$ cat src/rtl/alu_issue_stage.sv
// ID->EX issue stage: decodes one MIPS instruction into ALU controls and operands,
// and holds them in a stallable, flushable ID/EX register with saturating issue counters.
module alu_issue_stage #(
  parameter int CNT_W = 16
) (
  input  logic             clk,
  input  logic             reset,
  input  logic             id_valid,
  output logic             id_ready,
  input  logic [31:0]      id_instr,
  input  logic [31:0]      id_rs_data,
  input  logic [31:0]      id_rt_data,
  input  logic             flush,
  input  logic             ex_ready,
  output logic             ex_valid,
  output logic [4:0]       ex_alu_op,
  output logic [31:0]      ex_arg1,
  output logic [31:0]      ex_arg2,
  output logic [4:0]       ex_shamt,
  output logic [31:0]      ex_store_data,
  output logic [4:0]       ex_wr_reg,
  output logic             ex_reg_write,
  output logic             ex_mem_read,
  output logic             ex_mem_write,
  output logic             ex_branch,
  output logic             ex_illegal,
  output logic [CNT_W-1:0] issue_cnt,
  output logic [CNT_W-1:0] illegal_cnt
);

  logic [5:0]  op;
  logic [5:0]  funct;
  logic [4:0]  rt_field;
  logic [4:0]  rd_field;
  logic [31:0] imm_se;
  logic [31:0] imm_ze;
  logic        rs_field_unused;
  logic        transfer;

  assign op       = id_instr[31:26];
  assign funct    = id_instr[5:0];
  assign rt_field = id_instr[20:16];
  assign rd_field = id_instr[15:11];
  assign imm_se   = {{16{id_instr[15]}}, id_instr[15:0]};
  assign imm_ze   = {16'h0000, id_instr[15:0]};
  // The rs index is consumed by the register file upstream; only its data arrives here.
  assign rs_field_unused = ^id_instr[25:21];

  logic [4:0]  dec_alu_op;
  logic [31:0] dec_arg1;
  logic [31:0] dec_arg2;
  logic [4:0]  dec_wr_reg;
  logic        dec_reg_write;
  logic        dec_mem_read;
  logic        dec_mem_write;
  logic        dec_branch;
  logic        dec_illegal;

  always_comb begin
    dec_alu_op    = 5'b00000;
    dec_arg1      = id_rs_data;
    dec_arg2      = id_rt_data;
    dec_wr_reg    = rt_field;
    dec_reg_write = 1'b0;
    dec_mem_read  = 1'b0;
    dec_mem_write = 1'b0;
    dec_branch    = 1'b0;
    dec_illegal   = 1'b0;
    case (op)
      6'h00: begin
        dec_wr_reg    = rd_field;
        dec_reg_write = 1'b1;
        case (funct)
          6'h20, 6'h21: dec_alu_op = 5'b00000;
          6'h22, 6'h23: dec_alu_op = 5'b00001;
          6'h24:        dec_alu_op = 5'b00010;
          6'h25:        dec_alu_op = 5'b00011;
          6'h27:        dec_alu_op = 5'b00100;
          6'h2A:        dec_alu_op = 5'b01000;
          // Shifts take their amount from shamt, so arg1 is unused and zeroed.
          6'h00: begin dec_alu_op = 5'b00101; dec_arg1 = '0; end
          6'h02: begin dec_alu_op = 5'b00110; dec_arg1 = '0; end
          6'h03: begin dec_alu_op = 5'b00111; dec_arg1 = '0; end
          default: begin
            dec_illegal   = 1'b1;
            dec_reg_write = 1'b0;
          end
        endcase
      end
      6'h08, 6'h09: begin dec_alu_op = 5'b00000; dec_arg2 = imm_se; dec_reg_write = 1'b1; end
      6'h0C:        begin dec_alu_op = 5'b00010; dec_arg2 = imm_ze; dec_reg_write = 1'b1; end
      6'h0D:        begin dec_alu_op = 5'b00011; dec_arg2 = imm_ze; dec_reg_write = 1'b1; end
      6'h0A:        begin dec_alu_op = 5'b01000; dec_arg2 = imm_se; dec_reg_write = 1'b1; end
      6'h0F:        begin dec_alu_op = 5'b01001; dec_arg2 = imm_ze; dec_reg_write = 1'b1; end
      6'h23: begin
        dec_alu_op    = 5'b01110;
        dec_arg2      = imm_se;
        dec_reg_write = 1'b1;
        dec_mem_read  = 1'b1;
      end
      6'h2B: begin
        dec_alu_op    = 5'b01110;
        dec_arg2      = imm_se;
        dec_mem_write = 1'b1;
      end
      6'h04: begin dec_alu_op = 5'b01101; dec_branch = 1'b1; end
      6'h05: begin dec_alu_op = 5'b01010; dec_branch = 1'b1; end
      6'h07: begin dec_alu_op = 5'b01011; dec_branch = 1'b1; end
      6'h01: begin
        if (rt_field == 5'd1) begin
          dec_alu_op = 5'b01100;
          dec_branch = 1'b1;
        end else begin
          dec_illegal = 1'b1;
        end
      end
      default: dec_illegal = 1'b1;
    endcase
    if (dec_wr_reg == 5'd0) dec_reg_write = 1'b0;
  end

  logic             ex_valid_reg;
  logic [4:0]       ex_alu_op_reg;
  logic [31:0]      ex_arg1_reg;
  logic [31:0]      ex_arg2_reg;
  logic [4:0]       ex_shamt_reg;
  logic [31:0]      ex_store_data_reg;
  logic [4:0]       ex_wr_reg_reg;
  logic             ex_reg_write_reg;
  logic             ex_mem_read_reg;
  logic             ex_mem_write_reg;
  logic             ex_branch_reg;
  logic             ex_illegal_reg;
  logic [CNT_W-1:0] issue_cnt_reg;
  logic [CNT_W-1:0] illegal_cnt_reg;

  assign id_ready = !ex_valid_reg || ex_ready;
  assign transfer = id_valid && id_ready && !flush;

  always_ff @(posedge clk) begin
    if (reset) begin
      ex_valid_reg      <= 1'b0;
      ex_alu_op_reg     <= '0;
      ex_arg1_reg       <= '0;
      ex_arg2_reg       <= '0;
      ex_shamt_reg      <= '0;
      ex_store_data_reg <= '0;
      ex_wr_reg_reg     <= '0;
      ex_reg_write_reg  <= 1'b0;
      ex_mem_read_reg   <= 1'b0;
      ex_mem_write_reg  <= 1'b0;
      ex_branch_reg     <= 1'b0;
      ex_illegal_reg    <= 1'b0;
      issue_cnt_reg     <= '0;
      illegal_cnt_reg   <= '0;
    end else begin
      if (flush) begin
        ex_valid_reg <= 1'b0;
      end else if (transfer) begin
        ex_valid_reg      <= 1'b1;
        ex_alu_op_reg     <= dec_alu_op;
        ex_arg1_reg       <= dec_arg1;
        ex_arg2_reg       <= dec_arg2;
        ex_shamt_reg      <= id_instr[10:6];
        ex_store_data_reg <= id_rt_data;
        ex_wr_reg_reg     <= dec_wr_reg;
        ex_reg_write_reg  <= dec_reg_write;
        ex_mem_read_reg   <= dec_mem_read;
        ex_mem_write_reg  <= dec_mem_write;
        ex_branch_reg     <= dec_branch;
        ex_illegal_reg    <= dec_illegal;
      end else if (ex_ready) begin
        ex_valid_reg <= 1'b0;
      end
      if (transfer) begin
        if (issue_cnt_reg != {CNT_W{1'b1}}) issue_cnt_reg <= issue_cnt_reg + CNT_W'(1);
        if (dec_illegal && illegal_cnt_reg != {CNT_W{1'b1}})
          illegal_cnt_reg <= illegal_cnt_reg + CNT_W'(1);
      end
    end
  end

  assign ex_valid      = ex_valid_reg;
  assign ex_alu_op     = ex_alu_op_reg;
  assign ex_arg1       = ex_arg1_reg;
  assign ex_arg2       = ex_arg2_reg;
  assign ex_shamt      = ex_shamt_reg;
  assign ex_store_data = ex_store_data_reg;
  assign ex_wr_reg     = ex_wr_reg_reg;
  assign ex_reg_write  = ex_reg_write_reg;
  assign ex_mem_read   = ex_mem_read_reg;
  assign ex_mem_write  = ex_mem_write_reg;
  assign ex_branch     = ex_branch_reg;
  assign ex_illegal    = ex_illegal_reg;
  assign issue_cnt     = issue_cnt_reg;
  assign illegal_cnt   = illegal_cnt_reg;

endmodule

$ cat config.mk
export PLATFORM = sky130hd
export DESIGN_NAME = alu_issue_stage
export DESIGN_NICKNAME = d
export VERILOG_FILES = /design/src/rtl/alu_issue_stage.sv
export SDC_FILE = /design/constraint.sdc
export NUM_CORES = 1
export LEC_CHECK = 0
export CORE_ASPECT_RATIO = 2
export CORE_MARGIN = 3
export CORE_UTILIZATION = 47
export DETAILED_ROUTE_END_ITERATION = 6
export PLACE_DENSITY = 0.95
export SYNTH_ARGS = -nofsm -noshare
export SYNTH_HDL_FRONTEND = slang
export SYNTH_SLANG_ARGS = --single-unit
$ cat constraint.sdc
create_clock -name clk -period 3.25 [get_ports clk]
set_input_delay 0.65 -clock clk [delete_from_list [all_inputs] [get_ports clk]]
set_output_delay 0.65 -clock clk [all_outputs]
set_load 0.03 [all_outputs]
# After elaboration in Yosys (flattened, before gate mapping)
# Cells that the tools add are included.
# totals
regBits	149
# op_classes
n_bitwise	1
addsub	2
reduce_logical	23
eq_ne	25
mux	19
# op_table
op	n
two-way mux 32 bit	2
case mux 32 bit (2 select lines)	1
== test 6 bit (second input constant)	10
case mux 4 bit (10 select lines)	1
== test 6 x 4 -> 1 bit (second input constant)	6
adder 16 x 1 -> 16 bit (second input constant)	2
!= test 16 bit (second input constant)	2
case mux 4 bit (8 select lines)	1
OR reduction 11 bit	2
== test 6 x 3 -> 1 bit (second input constant)	3
== test 6 x 2 -> 1 bit (second input constant)	2
zero test 6 bit	2
two-way mux 1 bit	9
OR reduction 3 bit	3
OR reduction 7 bit	1
== test 6 x 1 -> 1 bit (second input constant)	1
AND reduction 2 bit	3
OR reduction 2 bit	3
== test 5 x 1 -> 1 bit (second input constant)	1
zero test 5 bit	1
two-way mux 5 bit	1
OR reduction 5 bit	1
two-way mux 4 bit	1
case mux 1 bit (2 select lines)	2
other kinds (6)	9

# Longest topological paths before layout
# depth
word_depth	6
ltp_mapped	9
depth_no_buf	6

# Worst setup path after synthesis
# OpenSTA, ideal clock, no wires.
# synth_timing
path_kind	input to register
from	input port ex_ready
to	register illegal_cnt_reg[2] (netlist: illegal_cnt[2])
setup_ps	121
n_path_buf	2
arrival_ps	2226
required_time_ps	3129
path_slack_ps	903
path_stages	8
path_cell_list	nand2b_1 -> buf_2 -> nand2_2 -> nor3_4 -> a41oi_4 -> buf_6 -> nor3b_1 -> mux2_2
# synth_via
elab_chain_cells	4
# synth_rtl
item	line	source
from (decl)	14	input logic ex_ready,
logical OR 1 bit	137	assign id_ready = !ex_valid_reg || ex_ready;
via id_ready	9	output logic id_ready,
logical AND 1 bit (2 in a row)	138	assign transfer = id_valid && id_ready && !flush;
AND reduction 2 bit (no source line)	n/a	
to (signal assigned)	178	illegal_cnt_reg <= illegal_cnt_reg + CNT_W'(1);
to (decl)	135	logic [CNT_W-1:0] illegal_cnt_reg;
# The timed path passes the listed nets, and every way through them passes these cells.
# A chain may end at the register's enable or synchronous reset.

# Final worst setup path
# layout_timing
from	input port ex_ready
to	output port id_ready
# layout_via
elab_chain_cells	1
# layout_rtl
item	line
logical OR 1 bit	137
to (decl)	9
# Every way passes these cells.

==> results.sh <==
export IMPL_track_usage=0.2623
export IMPL_die_area_um2=15270
export IMPL_ys_seq_area_frac=0.4588
export IMPL_wl_mm=20.52
export IMPL_dr_pass1_iters=6
export IMPL_p_seq_frac=0.422
export IMPL_yosysTopAreaCell="dfxtp_1"
export IMPL_finalWorstSetupSlack_ns=0.5450
export IMPL_p_int_mw=3.240
export IMPL_ys_ff_latch=148
export IMPL_maxCapViolCount=0
export IMPL_synth_edf_count=0
export IMPL_ctsResizeCount=0
export IMPL_tightest_slew_ns=0.7900
export IMPL_ys_flop_type="dfxtp_1"
export IMPL_leakage_nw=3.386
export IMPL_cts_max_level=4
export IMPL_yosys_top_cells_area="dfxtp_1, nand2_1, a22oi_2"
export IMPL_clockPowerShare=0.410
export IMPL_cp_arrival_ns=2.06
export IMPL_ir_worst_vdd_uv=358.4
export IMPL_hp_class="flip-flop to flip-flop"
export IMPL_cp_data_required_time_ns=2.60
export IMPL_root_buffer="clkbuf_16"
export IMPL_powerDensity_nw_per_um2=477.4
export IMPL_cp_start_kind="input port"
export IMPL_fin_crit_ns=2.705
export IMPL_critPathKind="input port to primary output"
export IMPL_synth_cell_types=55
export IMPL_via_per_inst=5.680
export IMPL_syn_num_nets=870
export IMPL_clk_latency_ns=0.41
export IMPL_synth_most_common_cell="dfxtp_1"
export IMPL_instances_no_fill=1158
export IMPL_n_fill_cell=979
export IMPL_cts_max_path_buffers=2
export IMPL_setup_violations=0
export IMPL_power_switching_mw=1.339
export IMPL_drcViolationCount=0
export IMPL_ys_warn_count=0
export IMPL_hold_buffers=0
export IMPL_swShare=0.2924
export IMPL_setup_tns_ns=0
export IMPL_post_drt_wl_per_cell_um=17.72
export IMPL_core_um2=13440
export IMPL_async_reset_ff_frac=0
export IMPL_gr_total_overflow=0
export IMPL_p_total_mw=4.579
export IMPL_synth_commonest_cells="dfxtp_1, nand2_1, nor2_1"
export IMPL_die_width_um=88.89
export IMPL_dpl_cell_area_um2=9020
export IMPL_layout_drive_gt1_share=0.1007
export IMPL_io_buffers=244
export IMPL_skew_ns=0.01259
export IMPL_place_ws_ns=0.1961
export IMPL_grt_pass1_vias=6370
export IMPL_cts_buffers=17
export IMPL_syn_inst=767
export IMPL_die_y_um=171.8
export IMPL_hold_viol_final=0
export IMPL_end_kind="primary output"
export IMPL_drt_iter0_drc=388
export IMPL_initial_core_util=0.4805
export IMPL_syn_avg_cell_area_um2=8.419
export IMPL_path_clk_slew_ns=0.06
export IMPL_num_antenna_cells=0
export IMPL_p_comb_frac=0.168
export IMPL_final_max_slew_viol_count=0
export IMPL_synthToLayoutAreaGrowth_pct=48.52
export IMPL_nets=1093
export IMPL_maxSlewHeadroom=0.4733
export IMPL_grt_pass1_wl_mm=31.29
export IMPL_gp_congestion=0.9786
export IMPL_status="completed"
export IMPL_cts_post_setup_buffers_inserted=0
export IMPL_critPathMaxFanout=3
export IMPL_tritoncts="done"
export IMPL_rsz0062_at_grt="false"
export IMPL_regArea_um2=2963
export IMPL_synth_area_um2=6457
export IMPL_dp_cells=1126
export IMPL_grt_max_degree=71
export IMPL_period_share=0.8323
export IMPL_design_area_um2=9590
export IMPL_rows=60
export IMPL_multi_input_area_um2=3174
export IMPL_via_count=6577
export IMPL_synth_top_area_frac=0.4588
export IMPL_hpwl_mm=15.16
export IMPL_drtAntennaViolNets=0
export IMPL_fmax_ghz=0.3697
export IMPL_antenna_found_initial=0
export IMPL_cts_sinks=148
export IMPL_ios=251
-- worst max-delay path, stage by stage --
cell and delay [ns]:
clkdlybuf4s50_1 0.45, nand2b_1 0.24, clkdlybuf4s50_1 0.72
-- routing by layer --
layer	global-route usage	share of wire	wire (µm)	up-vias
met3	0.06328	0.059	1209	66
met4	0.1401	0.051	1040	0
li1	-	-	-	3154
met2	0.4754	0.54	11020	271
met5	0	0	0	-
met1	0.2674	0.35	7242	3086
-- worst paths after layout --
| path | end | slack, ns | from | cells past startpoint |
|---|---|---|---|---|
| worst min-delay path | ex_store_data[28] | 0.45 | ex_store_data[28] | 2 |
| worst max-delay path | id_ready | 0.54 | ex_ready | 3 |
| worst max register to register | illegal_cnt[2] | 1.03 | illegal_cnt[0] | 7 |
| worst min register to register | ex_store_data[28] | 0.45 | ex_store_data[28] | 2 |
-- power groups by stage --
| stage | Sequential [mW] | Combinational (mW) | Clock, mW |
|---|---|---|---|
| after global routing | 1.94 | 0.818 | 1.98 |
| after detailed placement | 1.97 | 0.767 | 0 |
| final | 1.93 | 0.768 | 1.88 |
| after floorplan | 2.12 | 0.261 | 0 |
| after global placement | 1.97 | 0.753 | 0 |
| after CTS | 1.93 | 0.770 | 1.92 |
-- logic make-up after synthesis --
logic type,Yosys count,synth area share
other,1,0.0005807
AND/OR/NAND/NOR,338,0.2399
buffers and inverters,70,0.05193
multiplexers,9,0.01434
XOR/XNOR,12,0.01628
AO/OA/AOI/OAI,187,0.2143
flip-flops,148,0.4588
adder cells (fa/ha/maj),2,0.003875
-- layout by cell type (no fill, tap or decap), drive strengths merged, types with 8 or more instances in the layout --
cell,synthesis,layout
inv,7,14
a21oi,68,68
clkdlybuf4s50,0,243
or4,9,9
nor2,88,88
a31oi,18,18
nand3,33,33
o31ai,9,9
nand2b,8,8
nand2,141,141
nor3,13,13
o21ai,16,16
clkbuf,41,17
buf,22,24
a22oi,33,33
a311oi,19,19
a211oi,12,12
dfxtp,148,148
-- final cells by class --
class / instances / area share
Inverter: 7 / 0.002740
Tap cell: 155 / 0.02022
Clock inverter: 15 / 0.01513
Sequential cell: 148 / 0.3089
Timing Repair Buffer: 267 / 0.2776
Clock buffer: 17 / 0.04436
Multi-Input combinational cell: 549 / 0.3310
-- through the flow --
step	hold WS [ns]	util
2_1_floorplan	0.5800	-
3_3_place_gp	0.4413	0.6712
3_5_place_dp	0.4455	0.6712
4_1_cts	0.4556	0.7137
5_1_grt	0.4662	0.7137
6_report	0.4536	0.7137
(Power assumes the default switching activity.)
